$ cat config.mk
export PLATFORM = sky130hd
export DESIGN_NAME = audio_mixer_n
export DESIGN_NICKNAME = d
export VERILOG_FILES = /design/src/rtl/audio_mixer_pkg.sv /design/src/rtl/audio_mixer_sat.sv /design/src/rtl/audio_mixer_n.sv
export SDC_FILE = /design/constraint.sdc
export NUM_CORES = 1
export LEC_CHECK = 0
export ABC_AREA = 1
export BUFFER_PORTS_ARGS = -buffer_cell sky130_fd_sc_hd__buf_2
export CORE_UTILIZATION = 60
export DETAILED_ROUTE_END_ITERATION = 6
export MAX_ROUTING_LAYER = met4
export PLACE_DENSITY_LB_ADDON = 0.12
export SLEW_MARGIN = 20
export SYNTH_ARGS = -nofsm -noshare
export SYNTH_HDL_FRONTEND = slang
export SYNTH_SLANG_ARGS = --single-unit
$ cat constraint.sdc
create_clock -name CLK28 -period 7.4 [get_ports CLK28]
set_input_delay 0.37 -clock CLK28 [delete_from_list [all_inputs] [get_ports CLK28]]
set_output_delay 0.37 -clock CLK28 [all_outputs]
set_load 0.02 [all_outputs]
$ cat src/rtl/audio_mixer_pkg.sv
// -----------------------------------------------------------------------------
// audio_mixer_pkg
// Shared types and helpers for the audio_mixer_n block:
//   - state_t    : mixer FSM states (IDLE, MAC, SAT)
//   - DC_K       : pole shift of the optional DC blocker (y_prev >>> DC_K)
//   - clog2()    : ceiling log2 for parameter arithmetic
//   - sat_signed : clamps a 64-bit signed value to an out_w-bit signed range
//                  and flags whether clamping happened
// Optional feature macro used by this block: AUDIO_MIXER_DC_BLOCK_EN
// -----------------------------------------------------------------------------
package audio_mixer_pkg;

  typedef enum logic [1:0] {
    IDLE = 2'd0,
    MAC  = 2'd1,
    SAT  = 2'd2
  } state_t;

  localparam int DC_K  = 10;
  localparam int WIDE_W = 64;

  typedef struct packed {
    logic [WIDE_W-1:0] value;
    logic              clip;
  } sat_t;

  // Smallest r with 2**r >= n.
  function automatic int clog2(input int n);
    int r;
    r = 0;
    for (int i = 0; i < 31; i++) begin
      if ((32'sd1 <<< i) < n) begin
        r = i + 1;
      end else begin
        r = r;
      end
    end
    return r;
  endfunction

  // Clamp a signed value to the signed range of an out_w-bit number.
  function automatic sat_t sat_signed(input logic signed [WIDE_W-1:0] value,
                                      input int out_w);
    logic signed [WIDE_W-1:0] hi;
    logic signed [WIDE_W-1:0] lo;
    sat_t r;
    hi = (64'sd1 <<< (out_w - 1)) - 64'sd1;
    lo = -(64'sd1 <<< (out_w - 1));
    if (value > hi) begin
      r.value = hi;
      r.clip  = 1'b1;
    end else if (value < lo) begin
      r.value = lo;
      r.clip  = 1'b1;
    end else begin
      r.value = value;
      r.clip  = 1'b0;
    end
    return r;
  endfunction

endpackage

$ cat src/rtl/audio_mixer_sat.sv
// -----------------------------------------------------------------------------
// audio_mixer_sat
// Output stage of the mixer: saturates the accumulator to OUT_W bits.
// With AUDIO_MIXER_DC_BLOCK_EN defined, a first-order DC blocker
//   y = acc - x_prev + y_prev - (y_prev >>> DC_K)
// is applied ahead of the saturator; its state advances only when i_en is high.
// Ports:
//   i_clk, i_rst, i_en : clock / async high reset / state update (DC blocker only)
//   i_acc              : signed accumulator, ACC_W bits
//   o_sound            : saturated signed result, OUT_W bits
//   o_clip             : high when the result was clamped
// -----------------------------------------------------------------------------
module audio_mixer_sat
  import audio_mixer_pkg::*;
#(
  parameter int ACC_W = 25,
  parameter int OUT_W = 16
) (
`ifdef AUDIO_MIXER_DC_BLOCK_EN
  input  logic                    i_clk,
  input  logic                    i_rst,
  input  logic                    i_en,
`endif
  input  logic signed [ACC_W-1:0] i_acc,
  output logic        [OUT_W-1:0] o_sound,
  output logic                    o_clip
);

  logic signed [ACC_W-1:0]  w_pre;
  logic signed [WIDE_W-1:0] w_wide;
  sat_t                     w_sat;
  logic                     w_unused_hi;

`ifdef AUDIO_MIXER_DC_BLOCK_EN
  logic signed [ACC_W-1:0] r_x_prev;
  logic signed [ACC_W-1:0] r_y_prev;

  // DC blocker recurrence on the raw mix.
  always_comb begin
    w_pre = i_acc - r_x_prev + r_y_prev - (r_y_prev >>> DC_K);
  end

  // DC blocker history, advanced once per produced sample.
  always_ff @(posedge i_clk or posedge i_rst) begin
    if (i_rst) begin
      r_x_prev <= '0;
      r_y_prev <= '0;
    end else if (i_en) begin
      r_x_prev <= i_acc;
      r_y_prev <= w_pre;
    end else begin
      r_x_prev <= r_x_prev;
      r_y_prev <= r_y_prev;
    end
  end
`else
  // Mix feeds the saturator directly.
  always_comb begin
    w_pre = i_acc;
  end
`endif

  // Sign-extend to the helper width and clamp.
  always_comb begin
    w_wide      = {{(WIDE_W-ACC_W){w_pre[ACC_W-1]}}, w_pre};
    w_sat       = sat_signed(w_wide, OUT_W);
    o_sound     = w_sat.value[OUT_W-1:0];
    o_clip      = w_sat.clip;
    // Upper bits are a copy of the sign after clamping; kept only for lint.
    w_unused_hi = &w_sat.value[WIDE_W-1:OUT_W];
  end

endmodule

$ cat src/rtl/audio_mixer_n.sv
// -----------------------------------------------------------------------------
// audio_mixer_n
// Time-multiplexed N-channel signed audio mixer with per-channel gain, mute,
// saturating output, sticky clip flag and sticky overrun flag.
// One multiply-accumulate per cycle: ce_in at cycle 0 -> sound_valid at NCH+2.
// Optional feature macro: AUDIO_MIXER_DC_BLOCK_EN (DC blocker before saturation).
// Ports:
//   CLK28       in  : system clock
//   RESET       in  : asynchronous active-high reset
//   ce_in       in  : sample strobe (snapshot inputs and start a mix)
//   ch_data     in  : NCH packed signed samples, channel k at [k*IN_W +: IN_W]
//   ch_gain     in  : NCH packed unsigned gains, channel k at [k*GAIN_W +: GAIN_W]
//   ch_mute     in  : per-channel mute (1 = contributes zero)
//   clip_clr    in  : clears sticky clip (a new clip in the same cycle wins)
//   sound       out : saturated signed mix
//   sound_valid out : one-cycle pulse when sound updates
//   busy        out : high while a mix is in progress
//   clip        out : sticky saturation flag
//   overrun     out : sticky flag, ce_in seen while busy; cleared by RESET only
// -----------------------------------------------------------------------------
module audio_mixer_n
  import audio_mixer_pkg::*;
#(
  parameter int NCH        = 4,
  parameter int IN_W       = 18,
  parameter int GAIN_W     = 4,
  parameter int GAIN_SHIFT = 2,
  parameter int OUT_W      = 16
) (
  input  logic                     CLK28,
  input  logic                     RESET,
  input  logic                     ce_in,
  input  logic [NCH*IN_W-1:0]      ch_data,
  input  logic [NCH*GAIN_W-1:0]    ch_gain,
  input  logic [NCH-1:0]           ch_mute,
  input  logic                     clip_clr,
  output logic signed [OUT_W-1:0]  sound,
  output logic                     sound_valid,
  output logic                     busy,
  output logic                     clip,
  output logic                     overrun
);

  localparam int IDX_W  = clog2(NCH);
  localparam int ACC_W  = IN_W + GAIN_W + clog2(NCH) + 1;
  localparam int PROD_W = IN_W + GAIN_W + 1;

  state_t                    r_state;
  state_t                    w_next_state;
  logic [NCH*IN_W-1:0]       r_data;
  logic [NCH*GAIN_W-1:0]     r_gain;
  logic [NCH-1:0]            r_mute;
  logic [IDX_W-1:0]          r_idx;
  logic signed [ACC_W-1:0]   r_acc;
  logic signed [OUT_W-1:0]   r_sound;
  logic                      r_valid;
  logic                      r_busy;
  logic                      r_clip;
  logic                      r_overrun;

  logic signed [IN_W-1:0]    w_sample;
  logic signed [GAIN_W:0]    w_gain;
  logic signed [PROD_W-1:0]  w_prod;
  logic signed [PROD_W-1:0]  w_shifted;
  logic signed [ACC_W-1:0]   w_term;
  logic                      w_last;
  logic                      w_in_sat;
  logic [OUT_W-1:0]          w_sat_sound;
  logic                      w_sat_clip;

  // Per-cycle product term for the channel selected by r_idx.
  always_comb begin
    w_sample  = $signed(r_data[r_idx*IN_W +: IN_W]);
    // Zero-extend the gain so it multiplies as a non-negative signed value.
    w_gain    = $signed({1'b0, r_gain[r_idx*GAIN_W +: GAIN_W]});
    w_prod    = w_sample * w_gain;
    // Shift each product on its own (floor rounding), before accumulation.
    w_shifted = w_prod >>> GAIN_SHIFT;
    if (r_mute[r_idx]) begin
      w_term = '0;
    end else begin
      w_term = {{(ACC_W-PROD_W){w_shifted[PROD_W-1]}}, w_shifted};
    end
    w_last   = (r_idx == IDX_W'(NCH - 1));
    w_in_sat = (r_state == SAT);
  end

  // Next-state logic.
  always_comb begin
    w_next_state = r_state;
    case (r_state)
      IDLE: begin
        if (ce_in) begin
          w_next_state = MAC;
        end else begin
          w_next_state = IDLE;
        end
      end
      MAC: begin
        if (w_last) begin
          w_next_state = SAT;
        end else begin
          w_next_state = MAC;
        end
      end
      SAT:     w_next_state = IDLE;
      default: w_next_state = IDLE;
    endcase
  end

  // FSM state register.
  always_ff @(posedge CLK28 or posedge RESET) begin
    if (RESET) begin
      r_state <= IDLE;
    end else begin
      r_state <= w_next_state;
    end
  end

  // Snapshot, accumulate and output registers.
  always_ff @(posedge CLK28 or posedge RESET) begin
    if (RESET) begin
      r_data  <= '0;
      r_gain  <= '0;
      r_mute  <= '0;
      r_idx   <= '0;
      r_acc   <= '0;
      r_sound <= '0;
      r_valid <= 1'b0;
      r_busy  <= 1'b0;
    end else begin
      r_valid <= 1'b0;
      case (r_state)
        IDLE: begin
          if (ce_in) begin
            r_data <= ch_data;
            r_gain <= ch_gain;
            r_mute <= ch_mute;
            r_idx  <= '0;
            r_acc  <= '0;
            r_busy <= 1'b1;
          end
        end
        MAC: begin
          r_acc <= r_acc + w_term;
          r_idx <= r_idx + 1'b1;
        end
        SAT: begin
          r_sound <= $signed(w_sat_sound);
          r_valid <= 1'b1;
          r_busy  <= 1'b0;
        end
        default: begin
          r_busy <= 1'b0;
        end
      endcase
    end
  end

  // Sticky clip: a clip in SAT beats a simultaneous clear.
  always_ff @(posedge CLK28 or posedge RESET) begin
    if (RESET) begin
      r_clip <= 1'b0;
    end else begin
      r_clip <= (w_in_sat & w_sat_clip) | (r_clip & ~clip_clr);
    end
  end

  // Sticky overrun: strobe seen while MAC or SAT (including the SAT->IDLE cycle).
  always_ff @(posedge CLK28 or posedge RESET) begin
    if (RESET) begin
      r_overrun <= 1'b0;
    end else begin
      r_overrun <= r_overrun | (ce_in & (r_state != IDLE));
    end
  end

  audio_mixer_sat #(
    .ACC_W (ACC_W),
    .OUT_W (OUT_W)
  ) u_sat (
`ifdef AUDIO_MIXER_DC_BLOCK_EN
    .i_clk   (CLK28),
    .i_rst   (RESET),
    .i_en    (w_in_sat),
`endif
    .i_acc   (r_acc),
    .o_sound (w_sat_sound),
    .o_clip  (w_sat_clip)
  );

  assign sound       = r_sound;
  assign sound_valid = r_valid;
  assign busy        = r_busy;
  assign clip        = r_clip;
  assign overrun     = r_overrun;

endmodule
* After elaboration in Yosys (flattened, before gate mapping)
Cells that the tools add are included.
** Cells by class
- Add/sub/neg operators :: 2
- $mul :: 2
- Order comparisons :: 3
- Equal/unequal tests :: 4
- Shift-type cells :: 2
- Multiplexer cells :: 15
- Bitwise operators :: 7
- Reductions and logical operators :: 6
** Operators with widths (count)
- 72-bit by 8-bit variable part select with 18-bit output :: 1
- 25-bit two-way mux :: 2
- 25-bit one-hot mux with 2 select lines :: 1
- 17-bit two-way mux :: 2
- 25-bit adder :: 1
- 25-bit by 16-bit greater-than comparator with 1-bit output (second input constant) :: 1
- 25-bit by 16-bit < comparator with 1-bit output (second input constant) :: 1
- 18-bit by 5-bit multiplier with 23-bit output :: 1
- 16-bit by 5-bit variable part select with 4-bit output :: 1
- 2-bit one-hot mux with 2 select lines :: 2
- 2-bit by 4-bit multiplier with 6-bit output (second input constant) :: 1
- 2-bit AND reduction :: 3
- 2-bit == test (second input constant) :: 2
- 1-bit two-way mux :: 4
- 2-bit two-way mux :: 2
- 2-bit nonzero test :: 2
- 1-bit bitwise AND :: 3
- 2-bit by 3-bit < comparator with 1-bit output (second input constant) :: 1
- 2-bit by 1-bit adder with 2-bit output (second input constant) :: 1
- 1-bit binary-select mux with 2-bit select :: 1
- 2-bit by 1-bit == test with 1-bit output (second input constant) :: 1
- 2-bit logical NOT :: 1
- 2-bit inequality test (second input constant) :: 1
- 1-bit NOT :: 2
- other kinds (2) :: 3
** Storage, ports and cells
- Flip-flop bits (word level) :: 141
- Bits of input ports :: 96
- Output and inout port bits :: 20
- Word-level logic and storage cells :: 52

* Logic depth before layout (Yosys ltp)
- Word-level depth :: 6
- Mapped depth :: 39
- Depth with buffers taken out :: 37

* By module
A second synthesis with hierarchy kept.
** Second synthesis, totals
- Cell total of the unflattened synthesis :: 1248
- Area, all modules :: 10104.7 um^2
** By module, submodules not included
- audio_mixer_n :: instances 1, cells an instance 1198, area each 9862.0 um^2
- audio_mixer_sat :: instances 1, cells an instance 50, area each 242.7 um^2

* Least setup slack after synthesis
Ideal clock, no wire load.
- Path type :: reg-to-reg
- From :: register r_idx[0]
- To :: register r_acc[24]
- Library setup time :: 0.117 ns
- Data arrival time :: 6.084 ns
- Required time :: 7.283 ns
- Slack :: 1.199 ns
- Cell stages (with the launch flop) :: 35
- Period minus slack after synthesis :: 6.201 ns
- Path through :: dfrtp_1 -> buf_6 -> clkbuf_1 -> clkbuf_1 -> nand2_1 -> a32oi_1 -> inv_1 -> nor2_1 -> ha_1 -> fa_1 -> inv_1 -> fa_1 -> inv_1 -> ha_1 -> a21oi_1 -> o21ai_1 -> a21oi_1 -> o21ai_1 -> a21oi_1 -> o21bai_1 -> a31oi_1 -> xor2_1 -> nor2_1 -> ha_1 -> nand2_1 -> nor2_1 -> nand2_1 -> o311ai_0 -> nand3_2 -> nand2_2 -> nand2_2 -> nand2_1 -> nand2_1 -> nand3_1 -> nand2_1
** On the way
- Cells in the longest elaborated chain, start to end :: 6
- Elaborated cells between the ends (all ways) :: 9
- Those cells by class :: 1 x add/sub; 2 x mul; 2 x shift; 4 x mux
** Ends and longest elaborated chain
- from (decl) :: RTL line audio_mixer_n.sv:53 : logic [IDX_W-1:0] r_idx;
- from (signal assigned) :: RTL line audio_mixer_n.sv:146 : r_idx <= r_idx + 1'b1;
- 2-bit by 4-bit multiplier with 6-bit output :: RTL line audio_mixer_n.sv:73 : w_sample = $signed(r_data[r_idx*IN_W +: IN_W]);
- 72-bit by 8-bit variable part select with 18-bit output :: RTL line audio_mixer_n.sv:73
- 18-bit by 5-bit multiplier with 23-bit output :: RTL line audio_mixer_n.sv:76 : w_prod = w_sample * w_gain;
- 25-bit two-way mux (*) :: RTL line audio_mixer_n.sv:79 : if (r_mute[r_idx]) begin
- 25-bit adder (*) :: RTL line audio_mixer_n.sv:145 : r_acc <= r_acc + w_term;
- 25-bit one-hot mux with 2 select lines (*) :: RTL line audio_mixer_n.sv:133 : case (r_state)
- to (signal assigned) :: RTL line audio_mixer_n.sv:145
- to (decl) :: RTL line audio_mixer_n.sv:54 : logic signed [ACC_W-1:0] r_acc;
Every way passes the cells marked *; elsewhere a longest branch is shown, timed or not. The select of a mux whose other input is x is not followed.
A chain may end at the register's enable or synchronous reset.

* Final worst setup path
Same ends and word-level chain as after synthesis.

==> results.ini <==
[sta]
rsz0062_at_grt = false
worst_pin_slew_ps = 927
hold_viol = 0
setup_viol = 0
finalSetupTns_ps = 0
slew_headroom = 0.382
drv_slew = 0
finalClockSkew_ps = 12.3
holdWs_ps = 50.5
period_minus_slack_ps = 6750
fin_crit_sh = 0.912
fmax_mhz = 148

[clock_network]
cts_hold_buf = 0
cts_setup_buffers = 0
cts_max_path_buffers = 2
cts_resized = 0
numCtsBuffers = 17
clk_pin_slew_ps = 70
ctsHtreeMaxLevel = 4
cts_tree = done
cts_sinks = 141
clk_latency_ps = 430
cts_root_buffer = clkbuf_16

[routing]
wire_per_inst_um = 13.1
drc = 0
drt-pass1-iter-count = 7
vias = 8821
drt_iter0_markers = 566
final_antenna_net_count = 0
routed_wirelength_um = 22100
viasPerCell = 5.24

[synth]
netlist_area_um2 = 9970
synth_cells = 1359
yosys.cell_types.count = 44
yosysWarningCount = 0
ys_seq_area_frac = 0.354
syn_nets = 1559
ys_ff_latch = 141
avgSynthCellArea_um2 = 7.34

[cells_and_area]
area_growth_pct = 13.5
antenna_cells = 0
fillers = 1332
num-nets-final = 1656
drive_gt1_frac = 0.131

[critical_path]
worstSetupPathType = register to register
worst-path-max-fanout = 41
critical_path_buf_inv_count = 7
cp-start-kind = register
arrival_ps = 7060
ff2ff_setup_slack_ps = 650
cp_top_family = adder cells
cp-end-kind = register
cp_common_cell = nand2_1
critPathRequiredTime_ps = 7710
crit_slowest_cell = dfrtp_1
critical-path-max-stage-delay_ps = 560

[global_route]
grt_overflow = 0
grt_max_degree = 96
antenna_found_initial = 0
track_usage = 0.287
grt_pass1_vias = 8307
grt_first_pass_wirelength_um = 37600

[floorplan]
rows = 46
initial_utilization = 0.621
die_area_um2 = 17100
die_y_um = 131
die_w_um = 131
ios = 116
coreArea_um2 = 16100

[place]
hpwl_um = 16500
io_buffers = 115
place.gp.congestion = 0.916

[flow_run]
drv_cap = 0

[min_path]
holdCritPathClass = primary input to asynchronous set/reset pin

[run_status]
status = completed

-- path summary, 6_finish.rpt --
| kind | cells after the start | endpoint | from |
|---|---|---|---|
| min | 2 | busy | RESET |
| max | 37 | r_acc[24] | r_idx[0] |
| max in group asynchronous | 3 | r_data[29] | RESET |
| min reg2reg | 2 | r_data[19] | r_data[19] |
| min in group CLK28 | 3 | r_gain[14] | ch_gain[14] |
| max reg2reg | 37 | r_acc[24] | r_idx[0] |
-- area by class of cell --
cell class,instances,area [um2],share of cell area
multi-input combinational,1010,5660,0.500
sequential,141,3530,0.312
clock buffer,21,460,0.0407
tap,216,270,0.0239
clock inverter,11,133,0.0117
inverter,162,613,0.0541
timing repair buffer,124,656,0.0579
-- per-stage QoR --
stage          instances  setup WS (ps)  area (um2)   util
2_1_floorplan       1359           1200        9970      -
3_3_place_gp        1653            868       10700  0.668
3_5_place_dp        1653            742       10700  0.668
4_1_cts             1685            718       11300  0.705
5_1_grt             1685           26.5       11300  0.705
6_report            1685            654       11300  0.705
-- state kept, by name, summed over array words and instances, names as in the netlist --
name         count
r_state          2
sound_valid      1
r_acc           25
r_data          72
r_mute           4
r_gain          16
sound           16
overrun          1
r_idx            2
clip             1
busy             1
-- cells in the mapped netlist, drive strengths merged --
cell | number | area, um2
clkinv | 5 | 18.8
nor3 | 3 | 15.0
a41oi | 1 | 8.76
nand2 | 518 | 2020
o21ai | 70 | 350
fa | 38 | 761
inv | 157 | 589
nor2 | 125 | 489
a221oi | 1 | 8.76
nand3 | 33 | 200
o311ai | 1 | 8.76
a31oi | 5 | 31.3
a21oi | 84 | 424
a21boi | 1 | 7.51
o22ai | 6 | 43.8
xor2 | 8 | 70.1
a21o | 2 | 15.0
nor3b | 1 | 7.51
ha | 66 | 826
dfrtp | 141 | 3530
a32oi | 16 | 140
buf | 6 | 31.3
a22o | 2 | 17.5
o21bai | 5 | 37.5
nor4 | 3 | 18.8
nand3b | 1 | 7.51
o211ai | 5 | 37.5
nand4 | 7 | 43.8
a32o | 2 | 20.0
and2 | 2 | 12.5
clkbuf | 40 | 150
xnor2 | 4 | 35.0
-- layer usage --
layer	up-vias	wire, um	track usage	part of all wire
li1	4506	-	-	-
met1	4078	10500	0.372	0.47
met2	207	10400	0.457	0.47
met3	30	770	0.0501	0.035
met4	0	478	0.0960	0.022
met5	-	0	-	0
-- kinds of logic (layout without fill, tap and decap cells) --
group	after synthesis	in the layout	synth area share
and+or+nand+nor	693	693	0.282
buffers and inverters	208	318	0.0792
adders and majority gates	104	104	0.159
AOI/OAI and AO/OA	201	201	0.115
DFF	141	141	0.354
xor gates and xnor gates	12	12	0.0105
-- placed cells by master (no fill, tap or decap), types with 3 or more instances in the layout --
master / n
nand2_1: 497
inv_1: 152
dfrtp_1: 141
nor2_1: 119
buf_2: 115
a21oi_1: 83
ha_1: 66
o21ai_0: 63
fa_1: 38
nand3_1: 29
clkbuf_16: 17
nand2_2: 16
a32oi_1: 16
xor2_1: 8
buf_4: 8
nand4_1: 7
o21ai_1: 7
clkinv_1: 5
a31oi_1: 5
o211ai_1: 5
o21bai_1: 5
o22ai_1: 5
nand2_4: 5
inv_2: 4
nor2_2: 4
xnor2_1: 4
inv_6: 4
nor3_1: 3
nor4_1: 3
clkinv_4: 3
Power is not shown: default switching activity piles up to over one toggle a cycle in this logic, so the estimate is an artifact.
